File: config.mk
export PLATFORM = sky130hd
export DESIGN_NAME = wb_initiator
export DESIGN_NICKNAME = d
export VERILOG_FILES = /design/src/rtl/wb_initiator_pkg.sv /design/src/rtl/wb_initiator.sv
export SDC_FILE = /design/constraint.sdc
export NUM_CORES = 1
export LEC_CHECK = 0
export CORE_MARGIN = 8
export CORE_UTILIZATION = 44
export DETAILED_ROUTE_END_ITERATION = 10
export GPL_ROUTABILITY_DRIVEN = 0
export PLACE_DENSITY = 0.8
export SLEW_MARGIN = 0
export SYNTH_ARGS = -nofsm -noshare
export SYNTH_HDL_FRONTEND = slang
export SYNTH_SLANG_ARGS = --single-unit
File: constraint.sdc
create_clock -name clk_i -period 2.9 [get_ports clk_i]
set_clock_uncertainty 0.1 [all_clocks]
set_input_delay 0.29 -clock clk_i [delete_from_list [all_inputs] [get_ports clk_i]]
set_output_delay 0.29 -clock clk_i [all_outputs]
set_load 0.05 [all_outputs]
File: src/rtl/wb_initiator_pkg.sv
// ----------------------------------------------------------------------------
// wb_initiator_pkg
// Shared types and constants for the Wishbone initiator:
//   - state_e        : transaction FSM states
//   - DATA_W / SEL_W : Wishbone data and byte-select widths
//   - TIMEOUT_DEF    : default abort limit, in cycles from stb assertion
//   - MAX_RETRY_DEF  : default number of re-issues after a retry response
// ----------------------------------------------------------------------------
package wb_initiator_pkg;

    localparam int DATA_W        = 32;
    localparam int SEL_W         = DATA_W / 8;
    localparam int TIMEOUT_DEF   = 255;
    localparam int MAX_RETRY_DEF = 3;

    typedef enum logic [1:0] {
        ST_IDLE  = 2'd0,
        ST_ISSUE = 2'd1,
        ST_WAIT  = 2'd2,
        ST_RESP  = 2'd3
    } state_e;

endpackage : wb_initiator_pkg

File: src/rtl/wb_initiator.sv
// ----------------------------------------------------------------------------
// wb_initiator
// Single-outstanding pipelined Wishbone master. A command taken on the
// req_* handshake is registered, issued on the bus (stb held through stall),
// and completed by ack, err, retry exhaustion or timeout. Each command yields
// exactly one rsp_valid_o pulse.
//
// Ports
//   clk_i, rst_n_i          : clock, asynchronous active-low reset
//   req_valid_i/req_ready_o : command handshake (ready only while idle)
//   req_we_i, req_adr_i,
//   req_dat_i, req_sel_i    : command write-enable, byte address, data, select
//   rsp_valid_o             : one-cycle response pulse
//   rsp_dat_o               : read data (0 for writes), valid with rsp_valid_o
//   rsp_err_o, rsp_tmo_o    : error / timeout flags, valid with rsp_valid_o
//   wb_cyc_o, wb_stb_o,
//   wb_we_o, wb_adr_o,
//   wb_sel_o, wb_dat_o      : Wishbone master outputs (all registered)
//   wb_ack_i, wb_err_i,
//   wb_rty_i, wb_stall_i,
//   wb_dat_i                : Wishbone slave responses
// ----------------------------------------------------------------------------
module wb_initiator
    import wb_initiator_pkg::*;
#(
    parameter int ADDR_W    = 3,
    parameter int TIMEOUT   = TIMEOUT_DEF,
    parameter int MAX_RETRY = MAX_RETRY_DEF
) (
    input  logic              clk_i,
    input  logic              rst_n_i,

    input  logic              req_valid_i,
    output logic              req_ready_o,
    input  logic              req_we_i,
    input  logic [ADDR_W-1:0] req_adr_i,
    input  logic [DATA_W-1:0] req_dat_i,
    input  logic [SEL_W-1:0]  req_sel_i,

    output logic              rsp_valid_o,
    output logic [DATA_W-1:0] rsp_dat_o,
    output logic              rsp_err_o,
    output logic              rsp_tmo_o,

    output logic              wb_cyc_o,
    output logic              wb_stb_o,
    output logic              wb_we_o,
    output logic [ADDR_W-3:0] wb_adr_o,
    output logic [SEL_W-1:0]  wb_sel_o,
    output logic [DATA_W-1:0] wb_dat_o,
    input  logic              wb_ack_i,
    input  logic              wb_err_i,
    input  logic              wb_rty_i,
    input  logic              wb_stall_i,
    input  logic [DATA_W-1:0] wb_dat_i
);

    // Timeout fires on the edge where the counter would reach TIMEOUT.
    localparam logic [15:0] TMO_LAST  = 16'(TIMEOUT - 1);
    localparam logic [3:0]  RETRY_LIM = 4'(MAX_RETRY);

    state_e              state_q,     state_d;
    logic                req_ready_q, req_ready_d;
    logic                cyc_q,       cyc_d;
    logic                stb_q,       stb_d;
    logic                rsp_valid_q, rsp_valid_d;
    logic [DATA_W-1:0]   rsp_dat_q,   rsp_dat_d;
    logic                rsp_err_q,   rsp_err_d;
    logic                rsp_tmo_q,   rsp_tmo_d;
    logic                cmd_we_q,    cmd_we_d;
    logic [ADDR_W-3:0]   cmd_adr_q,   cmd_adr_d;
    logic [SEL_W-1:0]    cmd_sel_q,   cmd_sel_d;
    logic [DATA_W-1:0]   cmd_dat_q,   cmd_dat_d;
    logic [15:0]         tmo_cnt_q,   tmo_cnt_d;
    logic [3:0]          retry_cnt_q, retry_cnt_d;
    logic                tmo_hit;

    // Byte-lane bits of the address are not carried on the word-addressed bus.
    logic unused_adr_lsb;
    assign unused_adr_lsb = ^req_adr_i[1:0];

    always_comb begin
        // NOTE: every _d signal gets a default before the case so that no
        // path through the FSM holds a value combinationally (no latches).
        state_d     = state_q;
        cmd_we_d    = cmd_we_q;
        cmd_adr_d   = cmd_adr_q;
        cmd_sel_d   = cmd_sel_q;
        cmd_dat_d   = cmd_dat_q;
        tmo_cnt_d   = tmo_cnt_q;
        retry_cnt_d = retry_cnt_q;
        rsp_dat_d   = '0;
        rsp_err_d   = 1'b0;
        rsp_tmo_d   = 1'b0;
        tmo_hit     = (tmo_cnt_q == TMO_LAST);

        unique case (state_q)
            ST_IDLE: begin
                if (req_valid_i) begin
                    cmd_we_d  = req_we_i;
                    cmd_adr_d = req_adr_i[ADDR_W-1:2];
                    cmd_sel_d = req_sel_i;
                    cmd_dat_d = req_dat_i;
                    tmo_cnt_d = '0;
                    state_d   = ST_ISSUE;
                end
            end

            ST_ISSUE: begin
                tmo_cnt_d = tmo_cnt_q + 16'd1;
                if (tmo_hit) begin
                    state_d   = ST_RESP;
                    rsp_err_d = 1'b1;
                    rsp_tmo_d = 1'b1;
                end else if (!wb_stall_i) begin
                    state_d = ST_WAIT;
                end
            end

            ST_WAIT: begin
                tmo_cnt_d = tmo_cnt_q + 16'd1;
                // Any slave response outranks a timeout landing on the same edge.
                if (wb_err_i) begin
                    state_d   = ST_RESP;
                    rsp_err_d = 1'b1;
                end else if (wb_rty_i) begin
                    if (retry_cnt_q < RETRY_LIM) begin
                        retry_cnt_d = retry_cnt_q + 4'd1;
                        tmo_cnt_d   = '0;
                        state_d     = ST_ISSUE;
                    end else begin
                        state_d   = ST_RESP;
                        rsp_err_d = 1'b1;
                    end
                end else if (wb_ack_i) begin
                    state_d   = ST_RESP;
                    rsp_dat_d = cmd_we_q ? '0 : wb_dat_i;
                end else if (tmo_hit) begin
                    state_d   = ST_RESP;
                    rsp_err_d = 1'b1;
                    rsp_tmo_d = 1'b1;
                end
            end

            ST_RESP: begin
                retry_cnt_d = '0;
                state_d     = ST_IDLE;
            end

            default: state_d = ST_IDLE;
        endcase

        // Bus and handshake outputs are decoded from the next state so they
        // leave a flop aligned with the state they belong to.
        cyc_d       = (state_d == ST_ISSUE) || (state_d == ST_WAIT);
        stb_d       = (state_d == ST_ISSUE);
        req_ready_d = (state_d == ST_IDLE);
        rsp_valid_d = (state_d == ST_RESP);
    end

    // NOTE: sequential state uses non-blocking assignments only, so every
    // flop samples the pre-edge value of the others. The command registers
    // are reset along with the control flops so outputs are defined to 0.
    always_ff @(posedge clk_i or negedge rst_n_i) begin
        if (!rst_n_i) begin
            state_q     <= ST_IDLE;
            req_ready_q <= 1'b1;
            cyc_q       <= 1'b0;
            stb_q       <= 1'b0;
            rsp_valid_q <= 1'b0;
            rsp_dat_q   <= '0;
            rsp_err_q   <= 1'b0;
            rsp_tmo_q   <= 1'b0;
            cmd_we_q    <= 1'b0;
            cmd_adr_q   <= '0;
            cmd_sel_q   <= '0;
            cmd_dat_q   <= '0;
            tmo_cnt_q   <= '0;
            retry_cnt_q <= '0;
        end else begin
            state_q     <= state_d;
            req_ready_q <= req_ready_d;
            cyc_q       <= cyc_d;
            stb_q       <= stb_d;
            rsp_valid_q <= rsp_valid_d;
            rsp_dat_q   <= rsp_dat_d;
            rsp_err_q   <= rsp_err_d;
            rsp_tmo_q   <= rsp_tmo_d;
            cmd_we_q    <= cmd_we_d;
            cmd_adr_q   <= cmd_adr_d;
            cmd_sel_q   <= cmd_sel_d;
            cmd_dat_q   <= cmd_dat_d;
            tmo_cnt_q   <= tmo_cnt_d;
            retry_cnt_q <= retry_cnt_d;
        end
    end

    assign req_ready_o = req_ready_q;
    assign rsp_valid_o = rsp_valid_q;
    assign rsp_dat_o   = rsp_dat_q;
    assign rsp_err_o   = rsp_err_q;
    assign rsp_tmo_o   = rsp_tmo_q;
    assign wb_cyc_o    = cyc_q;
    assign wb_stb_o    = stb_q;
    assign wb_we_o     = cmd_we_q;
    assign wb_adr_o    = cmd_adr_q;
    assign wb_sel_o    = cmd_sel_q;
    assign wb_dat_o    = cmd_dat_q;

endmodule : wb_initiator
=== Word-level counts from Yosys, hierarchy flattened ===
Index checks and enable logic that the tools add are counted.

* Register bits: 98
* Input port bits: 79
* Output and inout port bits: 76

* $add $sub $neg: 2
* Magnitude comparators: 1
* Eq/ne operators: 11
* Mux-type cells: 32
* Reductions and logical operators: 8

{| class="wikitable"
|+ Operators with widths
! kind !! count
|-
| 32-bit 2-to-1 mux || 5
|-
| 16-bit 2-to-1 mux || 4
|-
| 16-bit one-hot mux with 3 select lines || 1
|-
| 16-bit by 1-bit adder with 16-bit output, second input constant || 1
|-
| 16-bit by 8-bit == test with 1-bit output, second input constant || 1
|-
| 2-bit 2-to-1 mux || 8
|-
| 4-bit 2-to-1 mux || 3
|-
| 2-bit == test, second input constant || 4
|-
| 2-bit != test, second input constant || 4
|-
| 2-bit one-hot mux with 4 select lines || 1
|-
| 4-bit one-hot mux with 2 select lines || 1
|-
| 1-bit 2-to-1 mux || 7
|-
| 4-bit by 1-bit adder with 4-bit output, second input constant || 1
|-
| 2-bit by 1-bit == test with 1-bit output, second input constant || 2
|-
| 2-bit zero test || 2
|-
| 4-bit by 2-bit less-than comparator with 1-bit output, second input constant || 1
|-
| 1-bit one-hot mux with 2 select lines || 2
|-
| 2-bit AND reduction || 2
|-
| 4-bit AND reduction || 1
|-
| 3-bit nonzero test || 1
|-
| 2-bit nonzero test || 1
|-
| 1-bit logical OR || 1
|}

=== Logic depth before layout (Yosys ltp) ===
Gate-level depths: netlist (run 1).

* Depth in word-level cells: 8
* Mapped depth: 9

=== Least setup slack after synthesis (run 1) ===
OpenSTA, ideal clock, no wires.

* Path type: register -> register
* Start: reg tmo_cnt_q[0]
* End: reg cyc_q (netlist: wb_cyc_o)
* Setup time: 0.126 ns
* Arrival: 2.141 ns
* Setup slack: 0.533 ns
* Cell stages (with the launch flop): 8
* Cells stage by stage: dfrtp_1 -> inv_1 -> ha_1 -> or4b_1 -> or4_4 -> o2111ai_2 -> o311ai_0 -> ha_1

* Word-level cells in the longest chain between the ends: 8
* Elaborated cells between the ends (all ways): 10
* Classes of those cells: eq/ne: 3; mux: 6; reduce/logical: 1

{| class="wikitable"
|+ RTL lines
! element !! line !! RTL
|-
| start, declared || wb_initiator.sv:74 || <nowiki>logic [15:0] tmo_cnt_q, tmo_cnt_d;</nowiki>
|-
| start signal, assigned || wb_initiator.sv:193 || <nowiki>tmo_cnt_q <= tmo_cnt_d;</nowiki>
|-
| 16-bit by 8-bit == test with 1-bit output (*) || wb_initiator.sv:95 || <nowiki>tmo_hit = (tmo_cnt_q == TMO_LAST);</nowiki>
|-
| 2-bit 2-to-1 mux || wb_initiator.sv:138 || <nowiki>end else if (tmo_hit) begin</nowiki>
|-
| 2-bit 2-to-1 mux || wb_initiator.sv:135 || <nowiki>end else if (wb_ack_i) begin</nowiki>
|-
| 2-bit 2-to-1 mux || wb_initiator.sv:126 || <nowiki>end else if (wb_rty_i) begin</nowiki>
|-
| 2-bit 2-to-1 mux || wb_initiator.sv:123 || <nowiki>if (wb_err_i) begin</nowiki>
|-
| 2-bit one-hot mux with 4 select lines (*) || wb_initiator.sv:97 || <nowiki>unique case (state_q)</nowiki>
|-
| 2-bit by 1-bit == test with 1-bit output / 2-bit == test (equally long branches) || wb_initiator.sv:155 || <nowiki>cyc_d = (state_d == ST_ISSUE) || (state_d == ST_WAIT);</nowiki>
|-
| 1-bit logical OR (*) || wb_initiator.sv:155 ||
|-
| via cyc_d || wb_initiator.sv:64 || <nowiki>logic cyc_q, cyc_d;</nowiki>
|-
| end signal, assigned || wb_initiator.sv:183 || <nowiki>cyc_q <= cyc_d;</nowiki>
|-
| end, declared || wb_initiator.sv:64 ||
|}

The timed path passes the listed nets; every way through them passes the cells marked *.
A chain may end at the register's enable or synchronous reset.

=== Worst setup path after layout (run 1) ===
Ends and elaborated chain as after synthesis.

==> run metrics, run 1 <==
crit-path cells inv_1, ha_1, or4b_1, or4_4, o2111ai_2, o311ai_0, ha_1; share of the synthesized area in the top cell type 59.4%; Crit. End Element register; Synth Register Bits 98; top sig layer met4; Non-Filler Instances 596; Final Cycle Share 86.9%; routed wire length 10300 um; site row count 35; # DRC 0; Yosys warnings 0; r2r setup slk 0.38 ns; most used cell, CP ha_1; Antenna diodes 0; # resized after CTS 0; CTS Hold Buffers Added 1; Die Y 112 um; WP data required 3.04 ns; critical path class register to register; Post-layout nets 571; # setup viols final 0; hold path depth 2; Max FO, Critical Path 5; Synth Instances 322; final setup TNS 0 ns; actual slew at the worst max-slew pin 0.760 ns; vias 3025; Clock transition at path regs 0.11 ns; Hold Path Origin wb_dat_i[17]; CTS Buf Count 9; Fin. Hold Viols 0; unrepaired setup endpoints after global routing no; r2r startpoint tmo_cnt_q[0]; synth top area cells dfrtp_1, mux2_2, and2_1; Core Region 0.00911 sq mm; sequential cell area 0.00245 sq mm; DR pass1 iterations 4; Reg2Reg Depth 7; clk sinks 98; Antenna Nets Post-Route 0; wl on met1 3900 um; Worst slew margin 49.3%; Worst setup startpoint tmo_cnt_q[0]; largest net degree at the start of global routing 48; status finished, final reports clean; # port buffers 152; ys flop type dfrtp_1; layout cells sized above 1 14.0%; Starting DRT DRC Count 122; worst-skew pair later-pin latency 0.36 ns; vias per cell 5.08; htree depth 3; WL met3 945 um; f_max 397 MHz; Worst Setup Start Kind register; CTS root buf clkbuf_8; Initial Util 44.9%; GRT Resource Usage Total 16.9%; die area 0.0126 sq mm; register area share after synthesis 60.0%; number of max-cap violations 0; TritonCTS clock tree built; DR WL met2 5240 um; synthesized area 0.00409 sq mm; Ports 155; static leakage 2.59 nW; area of the multi-input gates 0.00156 sq mm; Syn Area/Cell 12.7 sq um; Area growth syn-to-layout 45.5%; Post-CTS Setup Bufs 0; PD cells 944 mW/mm^2; vias in the first global route 3376; end of the worst hold path rsp_dat_o[17]; CP max stage cell or4_4; WL/cell 17.3 um; HPWL Detailed 7930 um; synth unique cells 50; worst min path class input port to register; global-route wire length before repair 17000 um; Max rail drop VDD 564 uV; Synthesized Nets 413; crit-path max cell delay 0.56 ns; Die X 112 um; Synth async-reset ratio 100%; final hold slack 0.368 ns; fin crit period 2.52 ns; Clock Path Buffers 2; GRT Residual Overflow 0; EDFF count, synth 0; largest area contributor in the synthesized netlist dfrtp_1; Critical Path AT 2.66 ns; initial antenna violation count 0; Filler cells 730; placed cell count 579; r2r endpoint wb_cyc_o; Slew Viols, Final 0
[state kept, by name, summed over array words and instances (netlist names)]
register     flops
rsp_dat_o       32
wb_dat_o        32
tmo_cnt_q       16
retry_cnt_q      4
wb_sel_o         4
state_q          2
req_ready_o      1
rsp_err_o        1
rsp_tmo_o        1
rsp_valid_o      1
wb_adr_o         1
wb_cyc_o         1
wb_stb_o         1
wb_we_o          1
[critical path, delay by kind of cell, from the launching register on]
family                   cells  cell delay, ns
AND/OR/NAND/NOR              2            1.03
adder cells (fa/ha/maj)      2            0.48
flip-flops                   1            0.43
AO/OA/AOI/OAI                2            0.27
buffers and inverters        1            0.10
[through the flow]
| stage | power (mW) | cell area (sq um) | util, % | worst slack (ns) |
|---|---|---|---|---|
| 2_1_floorplan | 3.80 | 4090 | - | 0.533 |
| 3_3_place_gp | 4.73 | 5740 | 63.0 | 0.418 |
| 4_1_cts | 5.68 | 5950 | 65.3 | 0.371 |
| 6_report | 5.61 | 5950 | 65.3 | 0.380 |
| 3_5_place_dp | 4.80 | 5740 | 63.0 | 0.397 |
| 5_1_grt | 5.91 | 5950 | 65.3 | 0.287 |
[cell type report]
type | instances | area share (%)
flip-flops and latches | 98 | 41.2
well taps | 111 | 2.33
inverters | 7 | 0.442
clock inverters | 5 | 0.757
clock buffers | 11 | 2.55
repair buffers | 159 | 26.5
multi-input cells | 205 | 26.2
[cell usage in the layout, fill, tap and decap left out, drive strengths merged, types with 2 or more instances in the layout]
cell type and count:
o21ai 11, inv 10, clkdlybuf4s50 151, nand3 5, nand3b 2, nand4 2, nor2 13, nor3 4
and4 2, nor4 4, ha 12, nor2b 3, nand2 14, or4b 2, mux2i 2, buf 7
a21oi 11, xnor2 4, and3 2, mux2 38, a211o 2, or3 7, dfrtp 97, o31ai 5
nand2b 2, or4 5, clkbuf 11, and2 35, nor4b 2
[cells in the mapped netlist (2+ instances only)]
cell type / instances
clkbuf_1: 8
nor3_1: 4
inv_1: 7
ha_1: 12
and2_1: 35
a21oi_1: 11
mux2_2: 38
and3_1: 2
nor2b_1: 3
o31ai_1: 5
a211o_1: 2
nand2_1: 14
and4_1: 2
xnor2_1: 4
nor4_1: 4
nand2b_1: 2
nand3_1: 5
nand3b_1: 2
nor2_1: 13
or4_1: 4
o21ai_0: 11
mux2i_1: 2
or3_1: 7
buf_1: 2
dfrtp_1: 97
nor4b_1: 2
[cells by family (layout without fill, tap and decap cells)]
logic type                 Yosys count  after routing  synth area share [%]
and+or+nand+nor                    109            109                  16.0
DFF                                 98             98                  60.0
muxes                               40             40                  11.0
AOI/OAI and AO/OA                   39             39                  6.28
buffers and inverters               19            182                  1.96
adders and majority gates           12             12                  3.67
xor gates and xnor gates             5              5                  1.07
[worst max path at each step]
stage               endpoint  cells past startpoint  slack, ns
2_1_floorplan       wb_cyc_o                      7       0.53
4_1_cts             wb_cyc_o                      7       0.37
3_3_place_gp        wb_cyc_o                      7       0.42
5_1_grt        tmo_cnt_q[15]                      6       0.29
6_report            wb_cyc_o                      7       0.38
3_5_place_dp        wb_cyc_o                      7       0.40
[per-layer routing]
layer / GRT usage (%) / vias up
li1: - / 1448
met2: 28.8 / 105
met1: 18.5 / 1457
met3: 6.87 / 15
met5: 0 / -
met4: 6.74 / 0
[report_power, final]
group	leakage [nW]	switching [mW]	total, mW	internal [mW]
registers	1.27	0.177	1.89	1.71
logic	1.22	1.78	2.86	1.08
clock network	0.0985	0.492	0.865	0.373
total	2.59	2.45	5.61	3.16
Note: power is estimated with default switching activity, not from simulation.
==> run 2: changes to the inputs <==
GPL_TIMING_DRIVEN = 1   (was not set)
==> results of run 2 <==
No change in the layout: final DEF, timing and power equal those of run 1.
==> run 3: changes to the inputs <==
RECOVER_POWER = 25   (was not set)
==> run metrics, run 3 (same netlist as run 1, synthesis figures left out) <==
CTS Buf Count 9 (unchanged); layout cells sized above 1 13.8% (was 14.0%); Area growth syn-to-layout 45.3% (was 45.5%); commonest cells after routing, fill and taps aside clkdlybuf4s50_1, dfrtp_1, mux2_2 (unchanged); actual slew at the worst max-slew pin 1.15 ns (was 0.760 ns); Max FO, Critical Path 5 (unchanged); Crit path depth 7 (unchanged); HPWL Detailed 7930 um (unchanged); vias 3040 (was 3025); htree depth 3 (unchanged); CP max stage cell or4_4 (unchanged); Clock Path Buffers 2 (unchanged); status finished, final reports clean (unchanged); initial antenna violation count 0 (unchanged); met3 usage 6.87% (unchanged); Crit. End Element register (unchanged); CTS root buf clkbuf_8 (unchanged); Reg2Reg Depth 7 (unchanged); most common cell after layout, fill and taps aside clkdlybuf4s50_1 (unchanged); Post-CTS Setup Bufs 0 (unchanged); PD cells 945 mW/mm^2 (was 944 mW/mm^2); Slew Viols, Final 0 (unchanged); crit-path cells inv_1, ha_1, or4b_1, or4_4, o2111ai_2, o311ai_0, ha_1 (unchanged); static leakage 2.58 nW (was 2.59 nW); Worst Setup Start Kind register (unchanged); final hold slack 0.371 ns (was 0.368 ns); Clock transition at path regs 0.10 ns (was 0.11 ns); die area 0.0126 sq mm (unchanged); Ports 155 (unchanged); DR pass1 iterations 4 (unchanged); Hold Path Origin wb_dat_i[17] (unchanged); Global Route met1 Usage 18.5% (unchanged); vias in the first global route 3376 (unchanged); GRT Resource Usage Total 16.9% (unchanged); Core Region 0.00911 sq mm (unchanged); r2r setup slk 0.38 ns (about the same); Post-layout nets 571 (unchanged); # setup viols final 0 (unchanged); cell family with most CP delay simple AND/OR/NAND/NOR gates (unchanged); layer with the highest usage met2 (unchanged); Worst Path Buf+Inv 1 (unchanged); WP data required 3.04 ns (about the same); Starting DRT DRC Count 109 (was 122); CTS Hold Buffers Added 1 (unchanged); Initial Util 44.9% (unchanged); worst-skew pair later-pin latency 0.36 ns (about the same); Die Y 112 um (unchanged); unrepaired setup endpoints after global routing no (unchanged); routed wire length 10300 um (about the same); Max rail drop VDD 564 uV (about the same); largest net degree at the start of global routing 48 (unchanged); total power 5.61 mW (about the same); critical path class register to register (unchanged); Post-DP Area 0.00574 sq mm (unchanged); site row count 35 (unchanged); number of max-cap violations 0 (unchanged); TritonCTS clock tree built (unchanged); f_max 396 MHz (was 397 MHz); design area 0.00594 sq mm (was 0.00595 sq mm); clk sinks 98 (unchanged); vias per cell 5.10 (was 5.08); final setup TNS 0 ns (unchanged); WL/cell 17.3 um (about the same); # port buffers 152 (unchanged); worst min path class input port to register (unchanged); most used cell, CP ha_1 (unchanged); # DRC 0 (unchanged); Antenna Nets Post-Route 0 (unchanged); fin crit period 2.52 ns (about the same); global-route wire length before repair 17000 um (unchanged); # resized after CTS 0 (unchanged); Antenna diodes 0 (unchanged); crit-path max cell delay 0.56 ns (about the same); Fin. Hold Viols 0 (unchanged); r2r startpoint tmo_cnt_q[0] (unchanged); Worst setup startpoint tmo_cnt_q[0] (unchanged); GRT Residual Overflow 0 (unchanged); r2r endpoint wb_cyc_o (unchanged); Worst slew margin 23.6% (was 49.3%); CP Capture Point wb_cyc_o (unchanged); Die X 112 um (unchanged); Critical Path AT 2.66 ns (about the same); Final Cycle Share 87.0% (was 86.9%); grt met2 use 28.8% (unchanged)
run 3: routing by layer:
metal,up-vias,share of wire (%)
li1,1443,-
met1,1466,38
met2,112,51
met3,19,9.4
met4,0,2.2
met5,-,0
run 3: stage by stage:
step | utilization, % | std cells | setup WS (ns)
2_1_floorplan | - | 322 | 0.533
3_3_place_gp | 63.0 | 579 | 0.418
3_5_place_dp | 63.0 | 579 | 0.397
4_1_cts | 65.3 | 596 | 0.371
5_1_grt | 65.2 | 596 | 0.287
6_report | 65.2 | 596 | 0.376
run 3: cell type report:
| class | count | area (sq um) |
|---|---|---|
| timing repair buffer | 159 | 1570 |
| clock inverter | 5 | 45.0 |
| multi-input combinational | 205 | 1560 |
| tap | 111 | 139 |
| inverter | 7 | 26.3 |
| fill | 734 | 3170 |
| sequential | 98 | 2450 |
| clock buffer | 11 | 151 |
run 3: worst reg2reg max path, cell delays in order (launching register included):
cell and delay, ns:
dfrtp_1 0.43, inv_1 0.10, ha_1 0.16, or4b_1 0.47
or4_4 0.56, o2111ai_2 0.11, o311ai_0 0.16, ha_1 0.32
run 3: report_power, final:
part	leakage (nW)	switching [mW]	internal [mW]
Sequential	1.27	0.177	1.71
Clock	0.0985	0.492	0.373
Combinational	1.21	1.78	1.08
run 3: worst min path at each step:
stage | end | slack, ns | cells past startpoint
5_1_grt | rsp_dat_o[8] | 0.36 | 2
6_report | rsp_dat_o[17] | 0.37 | 2
2_1_floorplan | retry_cnt_q[0] | -0.11 | 0
3_3_place_gp | wb_dat_o[16] | 0.23 | 1
3_5_place_dp | wb_dat_o[16] | 0.24 | 1
4_1_cts | rsp_dat_o[17] | 0.35 | 2
